--- config.mk ---
export PLATFORM = sky130hd
export DESIGN_NAME = uart_tx_arbiter
export DESIGN_NICKNAME = d
export VERILOG_FILES = /design/src/rtl/uart_pkg.sv /design/src/rtl/rr_pick.sv /design/src/rtl/uart_tx_arbiter.sv
export SDC_FILE = /design/constraint.sdc
export NUM_CORES = 1
export LEC_CHECK = 0
export ABC_CLOCK_PERIOD_IN_PS = 6500
export CORE_UTILIZATION = 53
export DETAILED_ROUTE_END_ITERATION = 10
export PLACE_DENSITY_LB_ADDON = 0.05
export SLEW_MARGIN = 25
export SYNTH_ARGS = -nofsm -noshare
export SYNTH_HDL_FRONTEND = slang
export SYNTH_SLANG_ARGS = --single-unit
--- constraint.sdc ---
create_clock -name clk -period 6.5 [get_ports clk]
set_input_delay 1.3 -clock clk [delete_from_list [all_inputs] [get_ports clk]]
set_output_delay 1.3 -clock clk [all_outputs]
set_load 0.01 [all_outputs]
--- src/rtl/uart_pkg.sv ---
// uart_pkg: arbiter state encoding and constants shared with uart_tx
package uart_pkg;
  localparam int CLK_PER_BIT = 434;
  typedef enum logic [1:0] {IDLE, WAIT_BUSY, WAIT_DONE, HOLD} arb_state_t;
  function automatic logic [2:0] next_idx(input logic [2:0] i, input int n);
    return (32'(i) == n - 1) ? 3'd0 : i + 3'd1;
  endfunction
endpackage

--- src/rtl/rr_pick.sv ---
// rr_pick: round-robin priority encoder, first set request at or above ptr with wrap
module rr_pick #(
  parameter int N_REQ = 4
) (
  input  logic [N_REQ-1:0] req,
  input  logic [2:0]       ptr,
  output logic [2:0]       idx,
  output logic             found
);
  logic [N_REQ-1:0] rot;
  logic [2:0]       off;
  logic [3:0]       sum;
  assign rot = N_REQ'({req, req} >> ptr);
  // lowest set bit of the rotated mask is the distance from ptr to the winner
  always_comb begin
    off = '0;
    for (int k = N_REQ - 1; k >= 0; k--) if (rot[k]) off = 3'(k);
  end
  assign sum   = {1'b0, ptr} + {1'b0, off};
  assign idx   = 3'(sum >= 4'(N_REQ) ? sum - 4'(N_REQ) : sum);
  assign found = |req;
endmodule

--- src/rtl/uart_tx_arbiter.sv ---
// uart_tx_arbiter: round-robin sharing of one uart_tx among N_REQ byte streams with message lock
module uart_tx_arbiter
  import uart_pkg::*;
#(
  parameter int N_REQ         = 4,
  parameter int LOCK_TIMEOUT  = 65535,
  parameter int BUSY_WAIT_MAX = 7
) (
  input  logic                 clk,
  input  logic                 rst,
  input  logic [N_REQ-1:0]     req_valid,
  input  logic [8*N_REQ-1:0]   req_data,
  input  logic [N_REQ-1:0]     req_last,
  output logic [N_REQ-1:0]     req_ready,
  output logic                 tx_start,
  output logic [7:0]           tx_data,
  input  logic                 tx_busy,
  output logic [2:0]           grant_id,
  output logic                 grant_active,
  output logic                 lock_abort,
  output logic                 hs_error
);
  arb_state_t  state;
  logic [2:0]  rr_ptr, pick_idx, acc_id, nxt_ptr;
  logic        pick_found, sel_valid, sel_last, acc, lock;
  logic [7:0]  sel_data;
  logic [2:0]  bw_cnt;
  logic [15:0] to_cnt;

  rr_pick #(.N_REQ(N_REQ)) u_pick (
    .req  (req_valid),
    .ptr  (rr_ptr),
    .idx  (pick_idx),
    .found(pick_found)
  );

  // in HOLD only the current owner may send; otherwise the round-robin winner
  assign acc_id    = (state == HOLD) ? grant_id : pick_idx;
  assign sel_valid = 1'(req_valid >> acc_id);
  assign sel_last  = 1'(req_last >> acc_id);
  assign sel_data  = 8'(req_data >> {acc_id, 3'b000});
  assign acc       = (state == IDLE && !tx_busy && pick_found) || (state == HOLD && sel_valid);
  assign nxt_ptr   = next_idx(grant_id, N_REQ);

  // grant / handshake sequencer with registered outputs
  always_ff @(posedge clk or posedge rst) begin
    if (rst) begin
      state        <= IDLE;
      rr_ptr       <= '0;
      req_ready    <= '0;
      tx_start     <= 1'b0;
      tx_data      <= '0;
      grant_id     <= '0;
      grant_active <= 1'b0;
      lock_abort   <= 1'b0;
      hs_error     <= 1'b0;
      lock         <= 1'b0;
      bw_cnt       <= '0;
      to_cnt       <= '0;
    end else begin
      req_ready  <= '0;
      tx_start   <= 1'b0;
      lock_abort <= 1'b0;
      if (acc) begin
        req_ready    <= N_REQ'(1) << acc_id;
        tx_data      <= sel_data;
        tx_start     <= 1'b1;
        grant_id     <= acc_id;
        grant_active <= 1'b1;
        lock         <= ~sel_last;
        bw_cnt       <= '0;
        state        <= WAIT_BUSY;
      end else if (state == WAIT_BUSY) begin
        if (tx_busy) state <= WAIT_DONE;
        else if (bw_cnt >= 3'(BUSY_WAIT_MAX - 1)) begin
          hs_error     <= 1'b1;
          lock         <= 1'b0;
          grant_active <= 1'b0;
          rr_ptr       <= nxt_ptr;
          state        <= IDLE;
        end else bw_cnt <= bw_cnt + 3'd1;
      end else if (state == WAIT_DONE && !tx_busy) begin
        if (lock) begin
          to_cnt <= '0;
          state  <= HOLD;
        end else begin
          grant_active <= 1'b0;
          rr_ptr       <= nxt_ptr;
          state        <= IDLE;
        end
      end else if (state == HOLD) begin
        if (to_cnt >= 16'(LOCK_TIMEOUT - 1)) begin
          lock_abort   <= 1'b1;
          lock         <= 1'b0;
          grant_active <= 1'b0;
          rr_ptr       <= nxt_ptr;
          state        <= IDLE;
        end else to_cnt <= to_cnt + 16'd1;
      end
    end
  end
endmodule
After elaboration in Yosys (flattened, before gate mapping)
Index checks and enable logic that the tools add are counted.
W data, S select, Z words.
{"block": "classes", "n_addsub": 5, "n_lt_le_gt_ge": 3, "eq_ne": 16, "shifts": 5, "mux": 48, "bitwise_logic": 4, "reduce_logical": 23}
{"op": "$mux W16", "count": 4}
{"op": "$mux W3", "count": 14}
{"op": "$shr A32 B6 Y8", "count": 1}
{"op": "$mux W2", "count": 12}
{"op": "$mux W1", "count": 17}
{"op": "$add A16 B1 Y16 const B", "count": 1}
{"op": "$ge A16 B16 Y1 const B", "count": 1}
{"op": "$reduce_and A5 Y1", "count": 3}
{"op": "$reduce_bool A3 Y1", "count": 4}
{"op": "$ne A3 B3 Y1 const B", "count": 3}
{"op": "$ne A2 B2 Y1 const B", "count": 4}
{"op": "$reduce_bool A4 Y1", "count": 2}
{"op": "$shr A4 B3 Y1", "count": 2}
{"op": "$shr A8 B3 Y4", "count": 1}
{"op": "$add A3 B1 Y3 const B", "count": 2}
{"op": "$reduce_and A3 Y1", "count": 2}
{"op": "$reduce_and A6 Y1", "count": 1}
{"op": "$add A3 B2 Y4", "count": 1}
{"op": "$eq A2 B2 Y1 const B", "count": 2}
{"op": "$ge A4 B3 Y1 const B", "count": 1}
{"op": "$logic_and A1 B1 Y1", "count": 4}
{"op": "$mux W4", "count": 1}
{"op": "$ne A2 B1 Y1 const B", "count": 2}
{"op": "$ne A4 B3 Y1 const B", "count": 1}
{"op": "other kinds (14)", "count": 18}
{"block": "totals", "regBits": 44, "output_inout_bits": 19, "word_cells": 116}

Logic depth before layout (Yosys ltp)
{"block": "logic_depth", "depth_word": 14, "ltp_mapped": 14}

Cells and area by module
From an unflattened synthesis, not the netlist that was laid out.
{"block": "unflattened", "hier_cells": 244, "area_unflattened_um2": 2582.5}
{"mod": "uart_tx_arbiter", "instances": 1, "cells_each": 221, "area_each_um2": 2361.0}
{"mod": "rr_pick", "instances": 1, "cells_each": 23, "area_each_um2": 221.5}

Least setup slack after synthesis
OpenSTA, ideal clock, no wires.
{"block": "synth_timing", "path_kind": "input port to flip-flop", "startpoint": "input port req_valid[3]", "endpoint": "register tx_data[5]", "setup_time_ps": 121, "t_arrival_ps": 3827, "required_time_ps": 6379, "setup_slack_ps": 2552, "path_stages": 10, "path_buffers": 1, "path_cell_list": "mux2_2 > or2_2 > a21oi_1 > o21bai_1 > ha_1 > fa_1 > mux2i_1 > clkbuf_1 > mux4_2 > a22o_1"}
{"block": "synth_between", "elab_chain_cells": 12}
{"item": "start, declared", "line": "uart_tx_arbiter.sv:11", "text": "input logic [N_REQ-1:0] req_valid,"}
{"item": "branches (longest 12 deep; another with $add A3 B2 Y4)"}
{"item": "end signal, assigned", "line": "uart_tx_arbiter.sv:66", "text": "tx_data <= sel_data;"}
{"item": "end, declared", "line": "uart_tx_arbiter.sv:16", "text": "output logic [7:0] tx_data,"}
Several ways; the timed one is not identified.
A chain may end at the register's enable or synchronous reset.

Final worst setup path
{"block": "layout_timing", "startpoint": "input port req_valid[2]", "endpoint": "register tx_data[4]"}
Same word-level chain as after synthesis.

==> run metrics <==
Port Buf Inserts a little over 60; worst min path class reg2reg; TritonCTS clock tree yes; initial antenna violation count 0; syn_nets 298; Rows 24; setup TNS 0 ps; Max Cap Viol 0; cts hold-fix bufs 0; critical path class in2reg; Post-CTS Setup Bufs 0; global-route wire length before repair slightly above 10000 µm; CP Capture Type flip-flop; grt ovf 0; crit path DAT between 4000 and 5000 ps; Seq cells post-synth 44; Setup Skew about 9 ps; failing checks DRC; wire per inst approximately 17 µm; Yosys top cell by area dfrtp_1; fin crit period around 4500 ps; Max clock buf depth 2; Synth warnings 0; Final setup viols 0; Crit Path Max Fanout 20; Req. time, crit path between 6000 and 7000 ps; area grow syn2layout 29.0%; Synth top area share 0.432; Starting Density 0.570; drt first pass iters 7; Vias/cell approximately 6; RD Place Congestion ~0.8; cell with the most instances after synthesis dfrtp_1; ys async rst share 1.00; maximum vdd drop around 0.00039 V; First DRT Iteration DRCs 121; Slew Viols, Final 0; distinct cell type count after synthesis 46; slew margin rel. 0.476; pre-CTS setup slack 1690 ps; # diodes 0; CP Launch Type input pin; H-tree levels 2; FF-to-FF Start rr_ptr[0]$_DFFE_PP0P_; Reg2Reg Depth 11; hold wc startpoint hs_error$_DFFE_PP0P_; commonest cells in the netlist dfrtp_1, a21oi_1, nor2_1, nand3_1, nand2_1; worst skew pair latency 300 ps; pin count of the biggest net entering global routing 45; power density over the cells between 400 and 500 nW/µm²; final WL a little over 6000 µm; hold path cells 1; Nets about 360; DRC Markers 1; main flop type after synthesis dfrtp_1; highest clock rate around 220 MHz; Post-DRT Antenna Nets 0; RSZ-0062 raised after global routing no; fill count roughly 330; Post-synth EDFFs 0; average size of a mapped cell roughly 10 µm²; final worst-path cycle share 0.692; root buffer cell clkbuf_8; Reg clk slew, reported paths about 80 ps; final hold vios 0; CTS resizes 0; die footprint 5090 µm²; worst-margin pin slew about 800 ps; final std cells w/o fill roughly 360; I/O pin total between 60 and 70; post-synthesis sequential area ratio 0.432; core footprint between 4000 and 5000 µm²; Mapped Cells between 200 and 250; leakage power approximately 1.3 nW; largest cells by area after synthesis dfrtp_1, mux4_2, a21oi_1, ha_1, a22o_1; dpl cells approximately 350; final worst slack ~2000 ps; clock sinks 44; CTS Buf Count 5; vias in the first global route 2268; share of layout cells above drive strength 1 0.0945; worst setup path startpoint req_valid[2]; all-layer global routing usage 0.258; vias between 2000 and 2500; HPWL Detailed between 4000 and 5000 µm; outcome complete, but fails checks; die width slightly above 70 µm; die height roughly 70 µm; mapped cell area between 2000 and 3000 µm²
-- final timing paths --
check                                    endpoint  slack [ps]
max                        tx_data[4]$_DFFE_PP0P_        2000
min                          hs_error$_DFFE_PP0P_         470
max reg2reg                tx_data[4]$_DFFE_PP0P_        2890
min reg2reg                  hs_error$_DFFE_PP0P_         470
max in group asynchronous   to_cnt[2]$_DFFE_PP0P_        4680
min in group asynchronous   to_cnt[6]$_DFFE_PP0P_        1440
-- through the flow --
step                      area, µm²   util  hold slack, ps  total power, mW
after floorplan                2550      -             486             1.01
after global placement         3170  0.708             454             1.19
after detailed placement       3170  0.708             455             1.22
after CTS                      3290  0.735             479             1.44
after global routing           3290  0.735             489             1.54
final                          3290  0.735             472             1.44
-- logic make-up after synthesis --
family / share of synthesized area
compound gates: 0.174
fa+ha+maj: 0.0422
buf+inv: 0.0412
flops: 0.432
mux: 0.112
simple gates: 0.199
-- worst max-delay path: stages --
cell and delay, ps:
clkdlybuf4s50_1 460, mux2_2 300, or2_2 270, a21oi_1 130, o21bai_1 120, ha_1 140, a21bo_4 230, and3_1 190
o21ai_2 190, and3_1 660, nor2_1 390, a22o_1 290
-- sequential cells by signal, indices dropped and copies added, names as in the netlist --
name / flops
rr_ptr: 3
state: 2
hs_error: 1
grant_id: 3
lock: 1
tx_start: 1
bw_cnt: 3
lock_abort: 1
req_ready: 4
tx_data: 8
to_cnt: 16
grant_active: 1
-- metal layers --
metal	global-route usage	wire [µm]	vias up
li1	-	-	1057
met1	0.323	2600	1078
met2	0.459	3190	51
met3	0.0577	219	10
met4	0.0533	61	0
met5	0	0	-
-- layout by cell type, fill, tap and decap left out, drive strengths merged, types with 6 or more instances in the layout --
cell type	count
nand3	15
mux4	9
o31ai	9
nor2	15
dfrtp	44
a22o	8
o21ai	13
nand4	7
clkbuf	6
nand2	13
clkdlybuf4s50	61
and3	6
inv	8
ha	7
a21oi	22
or4	6
nand2b	6
-- power breakdown --
part / switching [mW] / internal (mW)
clock network: 0.0979 / 0.126
logic: 0.381 / 0.369
registers: 0.104 / 0.362
-- cell type report --
cell class	count	area [µm²]	area share
multi-input cells	183	1340	0.408
flip-flops and latches	44	1100	0.335
repair buffers	63	626	0.190
clock buffers	6	82.6	0.0251
well taps	52	65.1	0.0198
clock inverters	2	38.8	0.0118
inverters	9	33.8	0.0103
No activity file was read; power rests on OpenSTA's default activity.
